<file path="src/rtl/inst_fetch_pkg.sv">
// ------------------------------------------------------------------
// inst_fetch_pkg : shared ISA field codes, width defaults, fetch FSM states
// Rev 1.0
// ------------------------------------------------------------------
`default_nettype none

package inst_fetch_pkg;

  localparam int AW_DEF = 16;
  localparam int IW_DEF = 16;

  localparam logic [4:0] OP_ALU  = 5'h00;
  localparam logic [4:0] OP_ADDI = 5'h01;
  localparam logic [4:0] OP_LW   = 5'h02;
  localparam logic [4:0] OP_SW   = 5'h03;
  localparam logic [4:0] OP_BEQ  = 5'h04;
  localparam logic [4:0] OP_BNE  = 5'h05;
  localparam logic [4:0] OP_J    = 5'h06;
  localparam logic [4:0] OP_JAL  = 5'h07;

  localparam logic [4:0] F_ADD  = 5'h00;
  localparam logic [4:0] F_SUB  = 5'h01;
  localparam logic [4:0] F_AND  = 5'h02;
  localparam logic [4:0] F_OR   = 5'h03;
  localparam logic [4:0] F_JR   = 5'h08;
  localparam logic [4:0] F_JALR = 5'h09;

  typedef enum logic [1:0] {
    S_IDLE  = 2'd0,
    S_RUN   = 2'd1,
    S_DRAIN = 2'd2
  } if_state_e;

  function automatic logic [4:0] inst_opcode(input logic [IW_DEF-1:0] inst);
    return inst[IW_DEF-1 -: 5];
  endfunction

endpackage

`default_nettype wire

</file>
<file path="src/rtl/inst_fetch_queue.sv">
// ------------------------------------------------------------------
// fetch_queue : synchronous FIFO with flush, first-word-fall-through head
// Rev 1.0
// ------------------------------------------------------------------
`default_nettype none

module fetch_queue #(
  parameter int W     = 32,
  parameter int DEPTH = 4
) (
  input  logic                     clk,
  input  logic                     rst,
  input  logic                     flush_i,
  input  logic                     push_i,
  input  logic [W-1:0]             wdata_i,
  input  logic                     pop_i,
  output logic [W-1:0]             rdata_o,
  output logic [$clog2(DEPTH):0]   count_o
);

  localparam int         PW   = $clog2(DEPTH);
  localparam logic [PW:0] FULL = (PW+1)'(DEPTH);

  logic [W-1:0]  mem_q [DEPTH];
  logic [PW-1:0] wptr_q;
  logic [PW-1:0] rptr_q;
  logic [PW:0]   count_q;
  logic          do_push;
  logic          do_pop;

  always_comb begin
    do_pop  = pop_i && (count_q != '0);
    do_push = push_i && ((count_q != FULL) || do_pop);
  end

  // Storage is reset so the head reads as zero straight out of reset.
  always_ff @(posedge clk) begin
    if (rst) begin
      wptr_q  <= '0;
      rptr_q  <= '0;
      count_q <= '0;
      for (int i = 0; i < DEPTH; i++) begin
        mem_q[i] <= '0;
      end
    end else if (flush_i) begin
      wptr_q  <= '0;
      rptr_q  <= '0;
      count_q <= '0;
    end else begin
      if (do_push) begin
        mem_q[wptr_q] <= wdata_i;
        wptr_q        <= wptr_q + 1'b1;
      end
      if (do_pop) begin
        rptr_q <= rptr_q + 1'b1;
      end
      count_q <= count_q + (PW+1)'(do_push) - (PW+1)'(do_pop);
    end
  end

  assign rdata_o = mem_q[rptr_q];
  assign count_o = count_q;

endmodule

`default_nettype wire

</file>
<file path="src/rtl/inst_fetch.sv">
// ------------------------------------------------------------------
// inst_fetch : PC owner, in-order imem reads, prefetch queue, redirect squash.
// Optional IF_PERF_CNT_EN adds perf_bubble_o / perf_squash_o.  Rev 1.0
// ------------------------------------------------------------------
`default_nettype none

module inst_fetch
  import inst_fetch_pkg::*;
#(
  parameter int            AW       = AW_DEF,
  parameter int            IW       = IW_DEF,
  parameter int            DEPTH    = 4,
  parameter logic [AW-1:0] RESET_PC = '0
) (
  input  logic          clk,
  input  logic          rst,
  output logic          imem_req_o,
  output logic [AW-1:0] imem_addr_o,
  input  logic          imem_ack_i,
  input  logic          imem_rvalid_i,
  input  logic [IW-1:0] imem_rdata_i,
  input  logic          redir_valid_i,
  input  logic [AW-1:0] redir_pc_i,
  input  logic          halt_i,
  output logic          if_valid_o,
  input  logic          if_ready_i,
  output logic [IW-1:0] if_inst_o,
  output logic [AW-1:0] if_pc_o,
  output logic [AW-1:0] if_pc_inc_o
`ifdef IF_PERF_CNT_EN
  ,
  output logic [31:0]   perf_bubble_o,
  output logic [31:0]   perf_squash_o
`endif
);

  localparam int          CW      = $clog2(DEPTH) + 1;
  localparam logic [CW:0] CREDITS = (CW+1)'(DEPTH);

  if_state_e        state_q;
  logic [AW-1:0]    fetch_pc_q, fetch_pc_d;
  logic [CW-1:0]    in_flight_q, in_flight_d;
  logic [CW-1:0]    drop_q, drop_d;
  logic [CW-1:0]    q_count;
  logic [CW-1:0]    tag_count;
  logic [AW-1:0]    tag_head;
  logic [IW+AW-1:0] q_head;
  logic             credit_ok;
  logic             issue;
  logic             rsp_ok;
  logic             rsp_drop;
  logic             rsp_keep;
  logic             pop;

  // in_flight counts every outstanding read, including ones already marked for drop.
  always_comb begin
    credit_ok   = ({1'b0, in_flight_q} + {1'b0, q_count}) < CREDITS;
    imem_req_o  = (state_q != S_IDLE) && !halt_i && !redir_valid_i && credit_ok;
    issue       = imem_req_o && imem_ack_i;
    rsp_ok      = imem_rvalid_i && (in_flight_q != '0);
    rsp_drop    = rsp_ok && (drop_q != '0);
    rsp_keep    = rsp_ok && (drop_q == '0) && (tag_count != '0);
    pop         = if_valid_o && if_ready_i;
    in_flight_d = in_flight_q + CW'(issue) - CW'(rsp_ok);
    drop_d      = redir_valid_i ? in_flight_d : (drop_q - CW'(rsp_drop));
    if (redir_valid_i) begin
      fetch_pc_d = redir_pc_i;
    end else if (issue) begin
      fetch_pc_d = fetch_pc_q + 1'b1;
    end else begin
      fetch_pc_d = fetch_pc_q;
    end
  end

  always_ff @(posedge clk) begin
    if (rst) begin
      state_q     <= S_IDLE;
      fetch_pc_q  <= RESET_PC;
      in_flight_q <= '0;
      drop_q      <= '0;
    end else begin
      fetch_pc_q  <= fetch_pc_d;
      in_flight_q <= in_flight_d;
      drop_q      <= drop_d;
      case (state_q)
        S_IDLE:  state_q <= S_RUN;
        S_RUN:   if (redir_valid_i && (drop_d != '0)) state_q <= S_DRAIN;
        S_DRAIN: if (!redir_valid_i && (drop_d == '0)) state_q <= S_RUN;
        default: state_q <= S_IDLE;
      endcase
    end
  end

  fetch_queue #(.W(AW), .DEPTH(DEPTH)) u_tag_q (
    .clk     (clk),
    .rst     (rst),
    .flush_i (redir_valid_i),
    .push_i  (issue),
    .wdata_i (fetch_pc_q),
    .pop_i   (rsp_keep),
    .rdata_o (tag_head),
    .count_o (tag_count)
  );

  fetch_queue #(.W(IW + AW), .DEPTH(DEPTH)) u_data_q (
    .clk     (clk),
    .rst     (rst),
    .flush_i (redir_valid_i),
    .push_i  (rsp_keep),
    .wdata_i ({imem_rdata_i, tag_head}),
    .pop_i   (pop),
    .rdata_o (q_head),
    .count_o (q_count)
  );

  assign imem_addr_o = fetch_pc_q;
  assign if_valid_o  = (q_count != '0);
  assign if_inst_o   = q_head[IW+AW-1:AW];
  assign if_pc_o     = q_head[AW-1:0];
  assign if_pc_inc_o = if_pc_o + 1'b1;

`ifdef IF_PERF_CNT_EN
  logic [31:0]   bubble_q;
  logic [31:0]   squash_q;
  logic [CW-1:0] squashed;
  logic [32:0]   squash_sum;

  // A pop on the redirect cycle was accepted by decode, so it is not a squash.
  always_comb begin
    squashed   = (redir_valid_i ? (q_count - CW'(pop)) : '0)
               + CW'(rsp_ok && (redir_valid_i || (drop_q != '0)));
    squash_sum = {1'b0, squash_q} + 33'(squashed);
  end

  always_ff @(posedge clk) begin
    if (rst) begin
      bubble_q <= '0;
      squash_q <= '0;
    end else begin
      if (if_ready_i && !if_valid_o && (bubble_q != '1)) begin
        bubble_q <= bubble_q + 1'b1;
      end
      squash_q <= squash_sum[32] ? '1 : squash_sum[31:0];
    end
  end

  assign perf_bubble_o = bubble_q;
  assign perf_squash_o = squash_q;
`endif

endmodule

`default_nettype wire

</file>
<file path="config.mk">
export PLATFORM = sky130hd
export DESIGN_NAME = inst_fetch
export DESIGN_NICKNAME = d
export VERILOG_FILES = /design/src/rtl/inst_fetch_pkg.sv /design/src/rtl/inst_fetch_queue.sv /design/src/rtl/inst_fetch.sv
export SDC_FILE = /design/constraint.sdc
export NUM_CORES = 1
export LEC_CHECK = 0
export CORE_ASPECT_RATIO = 1.4
export CORE_MARGIN = 4
export CORE_UTILIZATION = 33
export CTS_CLUSTER_SIZE = 8
export DETAILED_ROUTE_END_ITERATION = 7
export GPL_TIMING_DRIVEN = 0
export PLACE_DENSITY = 0.58
export SYNTH_ARGS = -nofsm -noshare
export SYNTH_HDL_FRONTEND = slang
export SYNTH_SLANG_ARGS = --single-unit
</file>
<file path="constraint.sdc">
create_clock -name clk -period 8 [get_ports clk]
set_input_delay 1.6 -clock clk [delete_from_list [all_inputs] [get_ports clk]]
set_output_delay 1.6 -clock clk [all_outputs]
set_load 0.01 [all_outputs]
</file>
==> out/results.ini <==
[synthesis]
synthSimpleGateAreaFrac = 0.174
synth_area_leaders = edfxtp_1 (54%), mux4_2 (10%), dfxtp_1 (7.9%)
yosysMostFrequentCell = edfxtp_1
synth_top_family_by_area = simple AND/OR/NAND/NOR gates
synthMuxAreaShare = 0.104
async_reset_ff_frac = 0
yosysSeqAreaShare = 0.620
synth_commonest_cells = edfxtp_1 (192), nor2_1 (103), and2_1 (101)
syn_inst = 801
synth_edf_count = 192
synthFlopType = edfxtp_1
yosys_warnings = 0
ys_ff_latch = 234
syn_nets = 855
synth_top_area_frac = 0.541
synthAdderAreaFrac = 0.0197
synth_area_um2 = 10700
avgSynthCellArea_um2 = 13.3
synth.distinct_cells = 56
synth_compound_area_frac = 0.0272
yosysTopAreaCell = edfxtp_1
synth_xor_area_frac = 0.0255

[route]
wl_per_cell_um = 19.2
wirelength_um = 25900
drt-pass1-iter-count = 5
ant_nets = 0
vias_per_cell = 4.98
vias = 6732
drc = 0
drtIter0Drc = 383

[worst_hold_path]
whs_path_depth = 2
hp-class = register to register
hp-start = u_tag_q.wptr_q[1]
min_to = u_tag_q.wptr_q[1]

[finish]
drive_gt1_frac = 0.132
design_area_um2 = 13200
area_delta_synth_final_pct = 23.4
num-fill-cells = 2942
layout.nets = 995
antennaDiodeCount = 0

[critical_path]
rr_worst_depth = 15
r2r-start = u_data_q.count_o[1]
crit_path_start = halt_i
worstPathMaxFanout = 10
cp.arrival_ns = 3.54
startpoint_type = input pin
ff2ff_setup_slack_ns = 4.26
reg2reg_to = state_q[1]
critPathCaptureType = primary output
worstSetupPathType = input pin to primary output
cp.required_ns = 6.40

[timing]
slew_headroom = 0.352
tightestPinTransition_ns = 0.972
max_freq_ghz = 0.195
finalSetupTns_ns = 0
fin_crit_sh = 0.642
period_minus_slack_ns = 5.14
timing.final.ws_setup_ns = 2.86
final_hold_viol_count = 0
rsz0062_at_grt = no
fin_skew_ns = 0.0255
drv_slew = 0
finalSetupViolCount = 0

[clock_tree]
path_clk_slew_ns = 0.05
cts_setup_buffers = 0
cts_tree = yes
cts_hold_buffers = 0
htree_levels = 2
numCtsBuffers = 35
clock_sinks = 234
cts_buffer_depth = 3
clockRootBuffer = clkbuf_16
clkLatencyLatePin_ns = 0.49
cts_resized = 0

[global_route]
antenna_found_initial = 0
grt_max_degree = 33
grt_pass1_wl_um = 40400
grt_pass1_vias = 7160
grt-ovfl-total = 0
grt_util_all_layers = 0.147

[placed_design]
dpl_worst_slack_ns = 2.86
place_hpwl_um = 17400
gp_congestion = 0.776
port_buffers = 102
placed_cell_area_um2 = 12200

[floorplanning]
row_count = 77
initial_utilization = 0.336
io-pin-count = 105
dieArea_um2 = 35300
coreArea_um2 = 31700
die_h_um = 221
die_w_um = 160

[pwr]
p_per_area_nw_per_um2 = 227
p_leak_uw = 0.00472
worst_ir_drop_vdd_mv = 0.170
power_uw = 2980

[outcome]
status = complete, no violations

[job]
maxCapViolations = 0

==> layout make-up <==
type,instances,area (um2),area share
plain buffers,48,213,0.0162
clock buffers,52,940,0.0714
clock inverters,2,17.5,0.00133
inverters,27,101,0.00770
multi-input cells,492,3750,0.285
flip-flops and latches,234,6610,0.502
well taps,395,494,0.0376
repair buffers,103,1040,0.0788
==> worst max-delay path, cell delays in order <==
cell,delay (ns)
clkdlybuf4s50_1,0.41
nor4_2,0.30
o211ai_2,0.30
inv_2,0.12
buf_2,0.22
clkdlybuf4s50_1,0.58
==> worst max path at each step <==
stage                           end  slack, ns
floorplan                state_q[1]       3.79
detailed placement       imem_req_o       2.86
global route             imem_req_o       2.77
CTS                 if_pc_inc_o[15]       2.82
finish                   imem_req_o       2.86
global placement         imem_req_o       2.84
==> routing by layer <==
metal  up-vias  part of all wire  global-route usage  routed length, um
li1       3190                 -                   -                  -
met1      3315              0.40               0.173              10500
met2       191              0.53               0.276              13700
met3        36             0.048              0.0263               1240
met4         0             0.020              0.0410                508
met5         -                 0                   0                  0
==> through the flow <==
stage           util  instances  hold slack (ns)
2_1_floorplan      -        801            0.481
3_3_place_gp   0.384       1298            0.509
3_5_place_dp   0.385       1299            0.505
4_1_cts        0.415       1353            0.523
5_1_grt        0.415       1353            0.561
6_report       0.415       1353            0.528
==> flip-flops by register name, summed over array words and instances (netlist names), named ones only <==
register	count
u_data_q.mem_q	128
u_tag_q.mem_q	64
imem_addr_o	16
drop_q	3
in_flight_q	3
u_data_q.count_o	3
u_tag_q.count_o	3
state_q	2
u_data_q.rptr_q	2
u_data_q.wptr_q	2
u_tag_q.rptr_q	2
u_tag_q.wptr_q	2
==> cell usage in the layout (no fill, tap or decap), types with 2 or more instances in the layout <==
cell type	n
clkbuf_16	35
and2_1	101
o21ai_0	10
buf_1	3
dfxtp_1	42
a31oi_1	6
clkdlybuf4s50_1	102
nor3b_4	2
nor3_1	15
inv_1	26
nand4_1	9
or2_2	4
xor2_1	18
nor2b_1	2
clkbuf_1	40
buf_4	2
buf_2	11
nand2b_1	3
edfxtp_1	192
a211oi_1	5
a21oi_1	10
mux4_2	48
nand2_1	45
nor2_1	103
xnor2_1	13
clkbuf_2	9
nand3_1	14
fa_1	3
mux2i_1	2
or3_1	4
and3_1	35
nor4_1	3
ha_1	12
nand3b_1	2
==> cells by family after synthesis <==
group                    count (synthesis)
flip-flops                             234
AND/OR/NAND/NOR                        351
AO/OA/AOI/OAI                           44
XOR/XNOR                                31
buffers and inverters                   75
adder cells (fa/ha/maj)                 15
multiplexers                            51
==> report_power, final <==
group	internal [uW]	leakage, uW	switching (uW)
Clock	801	0.000460	494
Combinational	121	0.00193	158
Sequential	1370	0.00233	31.2
Total	2300	0.00472	683
Note: power is estimated with default switching activity, not from simulation.
